==> src/rtl/uart_pkg.sv <==
// Shared UART definitions: receiver state encoding and default frame geometry.
package uart_pkg;

  localparam int UART_OVERSAMPLE = 16;
  localparam int UART_DATA_BITS  = 8;

  typedef enum logic [1:0] {
    IDLE  = 2'd0,
    START = 2'd1,
    DATA  = 2'd2,
    STOP  = 2'd3
  } rx_state_t;

endpackage

==> src/rtl/sync_ff.sv <==
// Multi-flop synchronizer for a single asynchronous bit; resets to RST_VAL.
module sync_ff #(
  parameter int   STAGES  = 2,
  parameter logic RST_VAL = 1'b1
) (
  input  logic clk,
  input  logic rst,
  input  logic ce,
  input  logic d,
  output logic q
);

  logic [STAGES-1:0] sync_q;

  // Shift the input through the flop chain while enabled.
  always_ff @(posedge clk) begin
    if (rst) begin
      sync_q <= {STAGES{RST_VAL}};
    end else if (ce) begin
      sync_q[0] <= d;
      for (int i = 1; i < STAGES; i++) begin
        sync_q[i] <= sync_q[i-1];
      end
    end
  end

  assign q = sync_q[STAGES-1];

endmodule

==> src/rtl/uart_rx.sv <==
// 8N1-style UART receiver sampling at bit centres on an oversampling tick,
// with a valid/ack byte interface and sticky framing/overrun flags.
module uart_rx
  import uart_pkg::*;
#(
  parameter int OVERSAMPLE  = UART_OVERSAMPLE,
  parameter int DATA_BITS   = UART_DATA_BITS,
  parameter int SYNC_STAGES = 2
) (
  input  logic                 clk,
  input  logic                 rst,
  input  logic                 ce,
  input  logic                 rate_tick,
  input  logic                 rxd,
  output logic [DATA_BITS-1:0] dout,
  output logic                 dout_valid,
  input  logic                 dout_ack,
  output logic                 frame_err,
  output logic                 overrun,
  input  logic                 err_clr
);

  localparam int SUB_W = $clog2(OVERSAMPLE);
  localparam int BIT_W = (DATA_BITS > 1) ? $clog2(DATA_BITS) : 1;

  localparam logic [SUB_W-1:0] SUB_ONE  = SUB_W'(1);
  localparam logic [SUB_W-1:0] SUB_HALF = SUB_W'(OVERSAMPLE / 2 - 1);
  localparam logic [SUB_W-1:0] SUB_LAST = SUB_W'(OVERSAMPLE - 1);
  localparam logic [BIT_W-1:0] BIT_ONE  = BIT_W'(1);
  localparam logic [BIT_W-1:0] BIT_LAST = BIT_W'(DATA_BITS - 1);

  logic                 rxs;
  rx_state_t            state, state_nxt;
  logic [SUB_W-1:0]     sub_cnt, sub_nxt;
  logic [BIT_W-1:0]     bit_cnt, bit_nxt;
  logic                 shift_en;
  logic                 deliver;
  logic [DATA_BITS-1:0] shreg;

  sync_ff #(
    .STAGES  (SYNC_STAGES),
    .RST_VAL (1'b1)
  ) u_sync (
    .clk (clk),
    .rst (rst),
    .ce  (ce),
    .d   (rxd),
    .q   (rxs)
  );

  // State register; holds while ce is low, reset wins over ce.
  always_ff @(posedge clk) begin
    if (rst) begin
      state <= IDLE;
    end else if (ce) begin
      state <= state_nxt;
    end
  end

  // Next-state decode, stepping only on oversampling ticks.
  always_comb begin
    state_nxt = state;
    if (rate_tick) begin
      case (state)
        IDLE:  if (!rxs) state_nxt = START;
        START: if (sub_cnt == SUB_HALF) state_nxt = rxs ? IDLE : DATA;
        DATA:  if (sub_cnt == SUB_LAST && bit_cnt == BIT_LAST) state_nxt = STOP;
        STOP:  if (sub_cnt == SUB_LAST) state_nxt = IDLE;
        default: state_nxt = IDLE;
      endcase
    end
  end

  // Counter updates and datapath strobes for the current state.
  always_comb begin
    sub_nxt  = sub_cnt;
    bit_nxt  = bit_cnt;
    shift_en = 1'b0;
    deliver  = 1'b0;
    case (state)
      IDLE: begin
        sub_nxt = '0;
        // Falling edge seen on this tick counts as the first start-bit tick.
        if (rate_tick && !rxs) sub_nxt = SUB_ONE;
      end
      START: begin
        if (rate_tick) begin
          if (sub_cnt == SUB_HALF) begin
            sub_nxt = '0;
            bit_nxt = '0;
          end else begin
            sub_nxt = sub_cnt + SUB_ONE;
          end
        end
      end
      DATA: begin
        if (rate_tick) begin
          if (sub_cnt == SUB_LAST) begin
            sub_nxt  = '0;
            shift_en = 1'b1;
            if (bit_cnt != BIT_LAST) bit_nxt = bit_cnt + BIT_ONE;
          end else begin
            sub_nxt = sub_cnt + SUB_ONE;
          end
        end
      end
      STOP: begin
        if (rate_tick) begin
          if (sub_cnt == SUB_LAST) begin
            sub_nxt = '0;
            deliver = 1'b1;
          end else begin
            sub_nxt = sub_cnt + SUB_ONE;
          end
        end
      end
      default: begin
        sub_nxt = '0;
        bit_nxt = '0;
      end
    endcase
  end

  // Sub-bit and bit counters.
  always_ff @(posedge clk) begin
    if (rst) begin
      sub_cnt <= '0;
      bit_cnt <= '0;
    end else if (ce) begin
      sub_cnt <= sub_nxt;
      bit_cnt <= bit_nxt;
    end
  end

  // Deserializer: bits arrive LSB first, so shift right from the MSB.
  always_ff @(posedge clk) begin
    if (ce && shift_en) begin
      shreg <= {rxs, shreg[DATA_BITS-1:1]};
    end
  end

  // Output byte register, loaded when the stop bit is sampled.
  always_ff @(posedge clk) begin
    if (rst) begin
      dout <= '0;
    end else if (ce && deliver) begin
      dout <= shreg;
    end
  end

  // Valid handshake and sticky error flags; a new set beats err_clr.
  always_ff @(posedge clk) begin
    if (rst) begin
      dout_valid <= 1'b0;
      frame_err  <= 1'b0;
      overrun    <= 1'b0;
    end else if (ce) begin
      if (deliver) begin
        dout_valid <= 1'b1;
      end else if (dout_ack && dout_valid) begin
        dout_valid <= 1'b0;
      end
      frame_err <= (deliver && !rxs) || (frame_err && !err_clr);
      // An ack landing with the new byte means the old one was consumed.
      overrun   <= (deliver && dout_valid && !dout_ack) || (overrun && !err_clr);
    end
  end

endmodule

==> config.mk <==
export PLATFORM = sky130hd
export DESIGN_NAME = uart_rx
export DESIGN_NICKNAME = d
export VERILOG_FILES = /design/src/rtl/uart_pkg.sv /design/src/rtl/sync_ff.sv /design/src/rtl/uart_rx.sv
export SDC_FILE = /design/constraint.sdc
export NUM_CORES = 1
export LEC_CHECK = 0
export ABC_CLOCK_PERIOD_IN_PS = 2210
export CAP_MARGIN = 20
export CORE_MARGIN = 2
export CORE_UTILIZATION = 55
export DETAILED_ROUTE_END_ITERATION = 8
export DONT_BUFFER_PORTS = 1
export GPL_TIMING_DRIVEN = 1
export HOLD_SLACK_MARGIN = 0.02
export PLACE_DENSITY = 0.84
export SLEW_MARGIN = 20
export SYNTH_ARGS = -nofsm -noshare
export SYNTH_HDL_FRONTEND = slang
export SYNTH_SLANG_ARGS = --single-unit
==> constraint.sdc <==
create_clock -name clk -period 2.21 [get_ports clk]
set_clock_uncertainty 0.2 [all_clocks]
set_input_delay 0.442 -clock clk [delete_from_list [all_inputs] [get_ports clk]]
set_output_delay 0.442 -clock clk [all_outputs]
set_load 0.02 [all_outputs]
After elaboration in Yosys (flattened, before gate mapping)
Index checks and enable logic that the tools add are counted.

Eq/ne operators: 16. Multiplexer cells: 24. Add/subtract/negate cells: 2. Reductions and logical operators: 23.

Operators with widths (count): two-way mux 4 bit (4); inequality test 2 bit, second input constant (8); two-way mux 3 bit (5); case mux 4 bit (3 select lines) (1); logical AND 1 bit (10); two-way mux 2 bit (5); case mux 2 bit (4 select lines) (1); two-way mux 1 bit (7); AND reduction 7 bit (1); case mux 3 bit (2 select lines) (1); AND reduction 6 bit (1); adder 4 x 1 -> 4 bit, second input constant (1); equality test 2 bit, second input constant (2); equality test 4 x 3 -> 1 bit, second input constant (1); equality test 4 bit, second input constant (1); nonzero test 2 bit (2); adder 3 x 1 -> 3 bit, second input constant (1); equality test 3 bit, second input constant (1); logical NOT 1 bit (3); inequality test 3 bit, second input constant (1); AND reduction 3 bit (1); equality test 2 x 1 -> 1 bit, second input constant (1); logical NOT 2 bit (1); logical OR 1 bit (2); 3 further kinds (3).

Output and inout bits: 11. Flip-flop bits (word level): 30. Word-level logic and storage cells: 74. Bits of input ports: 7.

Longest topological paths before layout
Word-level depth: 7. Depth in mapped cells: 5. Gate-level depth less buffers: 5.

Cells and area by module
From an unflattened synthesis, not the netlist that was laid out.

Cell total of the unflattened synthesis: 120. Area, all modules: 1277.5 um2.

By module, submodules not included: uart_rx (sequential area each 640.6 um2, area each 1207.4 um2, instances 1, cells an instance 114); sync_ff (sequential area each 40.0 um2, area each 70.1 um2, instances 1, cells an instance 6).

Worst setup path after synthesis
OpenSTA, ideal clock, no wires.

Path type: register to register. Start point: reg sub_cnt[0]. End point: reg shreg[0] (enable). Setup slack: 0.110 ns. Arrival time: 1.517 ns. Period minus slack after synthesis: 2.100 ns. Setup time: 0.383 ns. Stages on the path, launching flop included: 5. Path buffers: 1. Required time: 1.627 ns. Path through: dfxtp_1 -> ha_1 -> nand4_1 -> buf_2 -> nor3_1.

Word-level cells in the longest chain between the ends: 5.

Ends and longest elaborated chain: from (decl) (line uart_rx.sv:34) `logic [SUB_W-1:0] sub_cnt, sub_nxt;`; from (signal assigned) (line uart_rx.sv:130) `sub_cnt <= sub_nxt;`; equality test 4 bit (line uart_rx.sv:98) `if (sub_cnt == SUB_LAST) begin`; two-way mux 1 bit (line uart_rx.sv:98); two-way mux 1 bit; two-way mux 1 bit (line uart_rx.sv:80) `case (state)`; logical AND 1 bit (line uart_rx.sv:137) `if (ce && shift_en) begin`; to (signal assigned) (line uart_rx.sv:138) `shreg <= {rxs, shreg[DATA_BITS-1:1]};`; to (decl) (line uart_rx.sv:38) `logic [DATA_BITS-1:0] shreg;`.

No other way between the ends. A chain may end at the register's enable or synchronous reset.

Worst setup path after layout
Start point: reg sub_cnt[0]. End point: reg dout[5].

Word-level cells in the longest chain between the ends: 5.

Ends and longest elaborated chain: equality test 4 bit (line uart_rx.sv:109) `if (sub_cnt == SUB_LAST) begin`; two-way mux 1 bit (line uart_rx.sv:109); two-way mux 1 bit (line uart_rx.sv:108) `if (rate_tick) begin`; two-way mux 1 bit (line uart_rx.sv:80); logical AND 1 bit (line uart_rx.sv:146) `end else if (ce && deliver) begin`; to (signal assigned) (line uart_rx.sv:147) `dout <= shreg;`; to (decl) (line uart_rx.sv:15) `output logic [DATA_BITS-1:0] dout,`.

No other way between the ends.

==> metrics.csv <==
stage;metric;value;unit
routing;WL final;2770;µm
worst_setup_path;CP arrival;1.94;ns
timing;setup_tns;0;ns
finish;final instance area;1490;µm²
placed_design;instance area at placement;1380;µm²
floorplan;die area;2920;µm²
power;P_int;878;µW
timing;RSZ-0062 raised after global routing;no;
timing;Final Hold Fails;0;
floorplan;DIE HEIGHT;54.0;µm
placed_design;gpl congestion;0.872;
power;NetSw;215;µW
power;highest ir drop seen on vdd;0.525;mV
run_status;status;finished clean;
finish;Layout Nets;145;
global_route;initial antenna violation count;0;
worst_setup_path;critical path capture point type;flop;
yosys;Post-synth top cells;dfxtp_1, nand2_1, nand2b_1;
worst_setup_path;Crit Path Max Fanout;9;
clock_network;Resized Gates After CTS;0;
worst_setup_path;R2R cell count;4;
clock_network;clock latency on the worst-skew pair;0.33;ns
clock_network;deepest clock path buffer count;2;
yosys;syn nets;145;
routing;Vias/cell;6.34;
timing;final setup violation count;0;
routing;drt pass-1 iters;4;
routing;DRT iter0 DRCs;15;
yosys;Seq/Total Area, Yosys;49.4;%
timing;Least-Margin Pin Slew;0.511;ns
global_route;first-pass GRT wire length;4110;µm
placed_design;DP Wirelength;1890;µm
global_route;Remaining Overflow, GRT;0;
hold_path;Worst Hold Depth;2;
power;cell area power density;734;nW/µm²
worst_setup_path;cell chain of the critical path;ha_1 -> nand4_1 -> or3_1 -> a31o_1;
yosys;Post-Syn Instances;135;
routing;ANT nets after route;0;
yosys;syn avg cell area;10.2;µm²
clock_network;Worst-path clk slew;0.10;ns
global_route;Total GRT Usage;20.3;%
floorplan;core area;2430;µm²
worst_setup_path;Worst EP required;2.24;ns
power;Leakage Power;0.000495;µW
yosys;synthesized area;1380;µm²
floorplan;I/O pins;18;
hold_path;type of the worst min-delay path;input pin to flop;
power;power share of the sequential group;51.9;%
floorplan;Die Wd;54.0;µm
worst_setup_path;Setup CP Type;flop to flop;
power;Comb power frac;2.2;%
global_route;number of global-route vias before repair;959;
routing;DR vias;1052;
finish;Layout area overhead;8.08;%
yosys;Synth Register Bits;30;
clock_network;Num CTS Buffers;5;
timing;fmax;0.523;GHz
yosys;Post-synth top flop;dfxtp_1;
worst_setup_path;Reg2Reg Setup Slack;0.30;ns
worst_setup_path;CP Depth;4;
worst_setup_path;CP peak stage delay;0.52;ns
timing;Worst slew margin;65.9;%
placed_design;IO buf count;0;
yosys;count of cell types in the netlist;41;
power;Sw Ratio;19.7;%
yosys;dominant cells by area after synthesis;dfxtp_1, edfxtp_1, a31o_1;
yosys;Post-synth EDFFs;8;
yosys;leading area contributor after synthesis;dfxtp_1;
yosys;synth warn;0;
routing;routed len/inst;16.7;µm
routing;# DRC;0;
finish;Ant. Diodes;0;
clock_network;Sink Count;30;
clock_network;Clk Tree Root Cell;clkbuf_4;
worst_setup_path;Worst path slowest cell;or3_1;
worst_setup_path;kind of cell adding the most delay to the critical path;simple AND/OR/NAND/NOR gates;
clock_network;H-tree depth;2;
flow_run;Max Cap Viol;0;
yosys;post-synth top area share;32.0;%
power;Clk pwr share;45.8;%
global_route;largest net degree at the start of global routing;19;
worst_setup_path;WP buf/inv;0;
timing;Slew Limit Fails;0;
power;PnR Total Power;1090;µW
worst_setup_path;CP Launch Type;flop;
floorplan;# rows;18;
finish;layout cells sized above 1;8.82;%
floorplan;starting density of the core;56.6;%
yosys;most common cell in the netlist;dfxtp_1;
timing;period utilization;86.5;%
clock_network;CTS tree;built;
timing;crit path time final;1.91;ns
yosys;ys async rst share;0;%
[routing by layer]
layer,vias to the layer above,wire [µm],share of wire [%],global-route usage (%)
met2,35,1360,49,32.7
met1,498,1150,41,23.1
li1,506,-,-,-
met4,0,76,2.7,10.0
met5,-,0,0,0
met3,13,188,6.8,8.33
[power groups by stage]
stage / registers (µW) / logic (µW) / clock network, µW
floorplan: 578 / 27.3 / 0
global placement: 579 / 20.1 / 0
detailed placement: 580 / 21.2 / 0
CTS: 567 / 24.1 / 510
global route: 568 / 26.6 / 525
finish: 567 / 24.3 / 501
[through the flow]
step	hold slack (ns)	util [%]	cells	setup WS, ns
floorplan	0.228	-	135	0.110
global placement	0.233	56.8	157	0.385
detailed placement	0.244	56.8	157	0.328
CTS	0.0283	61.2	166	0.303
global route	0.0360	61.2	166	0.234
finish	0.0361	61.2	166	0.298
[final cells by class]
cell class / count / area, µm²
inverters: 5 / 18.8
flip-flops and latches: 30 / 681
clock buffers: 6 / 62.6
clock inverters: 2 / 33.8
repair buffers: 4 / 32.5
well taps: 30 / 37.5
multi-input cells: 89 / 623
fillers: 197 / 943
[state kept, by name, summed over array words and instances (netlist names), named ones only]
name,count
dout,8
sub_cnt,4
state,1
overrun,1
u_sync.sync_q,2
shreg,8
dout_valid,1
bit_cnt,3
frame_err,1
[placed cells by master (no fill, tap or decap), types with 2 or more instances in the layout]
cell type | Yosys | final
a31o_1 | 8 | 8
o211ai_1 | 2 | 2
buf_4 | 2 | 3
mux2i_1 | 5 | 5
nand3_1 | 3 | 3
xnor2_1 | 2 | 2
nand2_1 | 10 | 10
ha_1 | 3 | 3
edfxtp_1 | 8 | 8
nor4_1 | 8 | 8
or3_1 | 2 | 2
dfxtp_1 | 22 | 22
nor2b_1 | 2 | 2
a21oi_1 | 4 | 4
o21ai_0 | 3 | 3
inv_1 | 4 | 4
nor3_1 | 4 | 4
nand2b_1 | 9 | 9
clkbuf_4 | 0 | 5
clkinv_1 | 1 | 2
nor2_1 | 3 | 3
a32o_1 | 3 | 3
[kinds of logic (layout without fill, tap and decap cells)]
logic type               after synthesis  in the layout  share of synthesized area [%]
AO/OA/AOI/OAI                         28             28                           16.0
XOR/XNOR                               2              2                           1.27
buffers and inverters                 16             17                           5.36
adder cells (fa/ha/maj)                3              3                           2.73
flip-flops                            30             30                           49.4
AND/OR/NAND/NOR                       50             50                           20.8
multiplexers                           6              6                           4.45
[what timing repair did]
item                                    CTS  global route
hold endpoints to repair                  5             0
endpoints found under the setup margin    0             0
setup buffers                             0             0
hold buffers                              1             0
[final timing paths]
| check | end | start |
|---|---|---|
| worst max-delay path | dout[5]$_SDFFE_PP0P_ | sub_cnt[0]$_SDFFE_PP0P_ |
| worst min-delay path | u_sync.sync_q[1]$_SDFFE_PP1P_ | ce |
| worst max register to register | dout[5]$_SDFFE_PP0P_ | sub_cnt[0]$_SDFFE_PP0P_ |
| worst min register to register | shreg[2]$_DFFE_PP_ | shreg[3]$_DFFE_PP_ |
No activity file was read; power rests on OpenSTA's default activity.
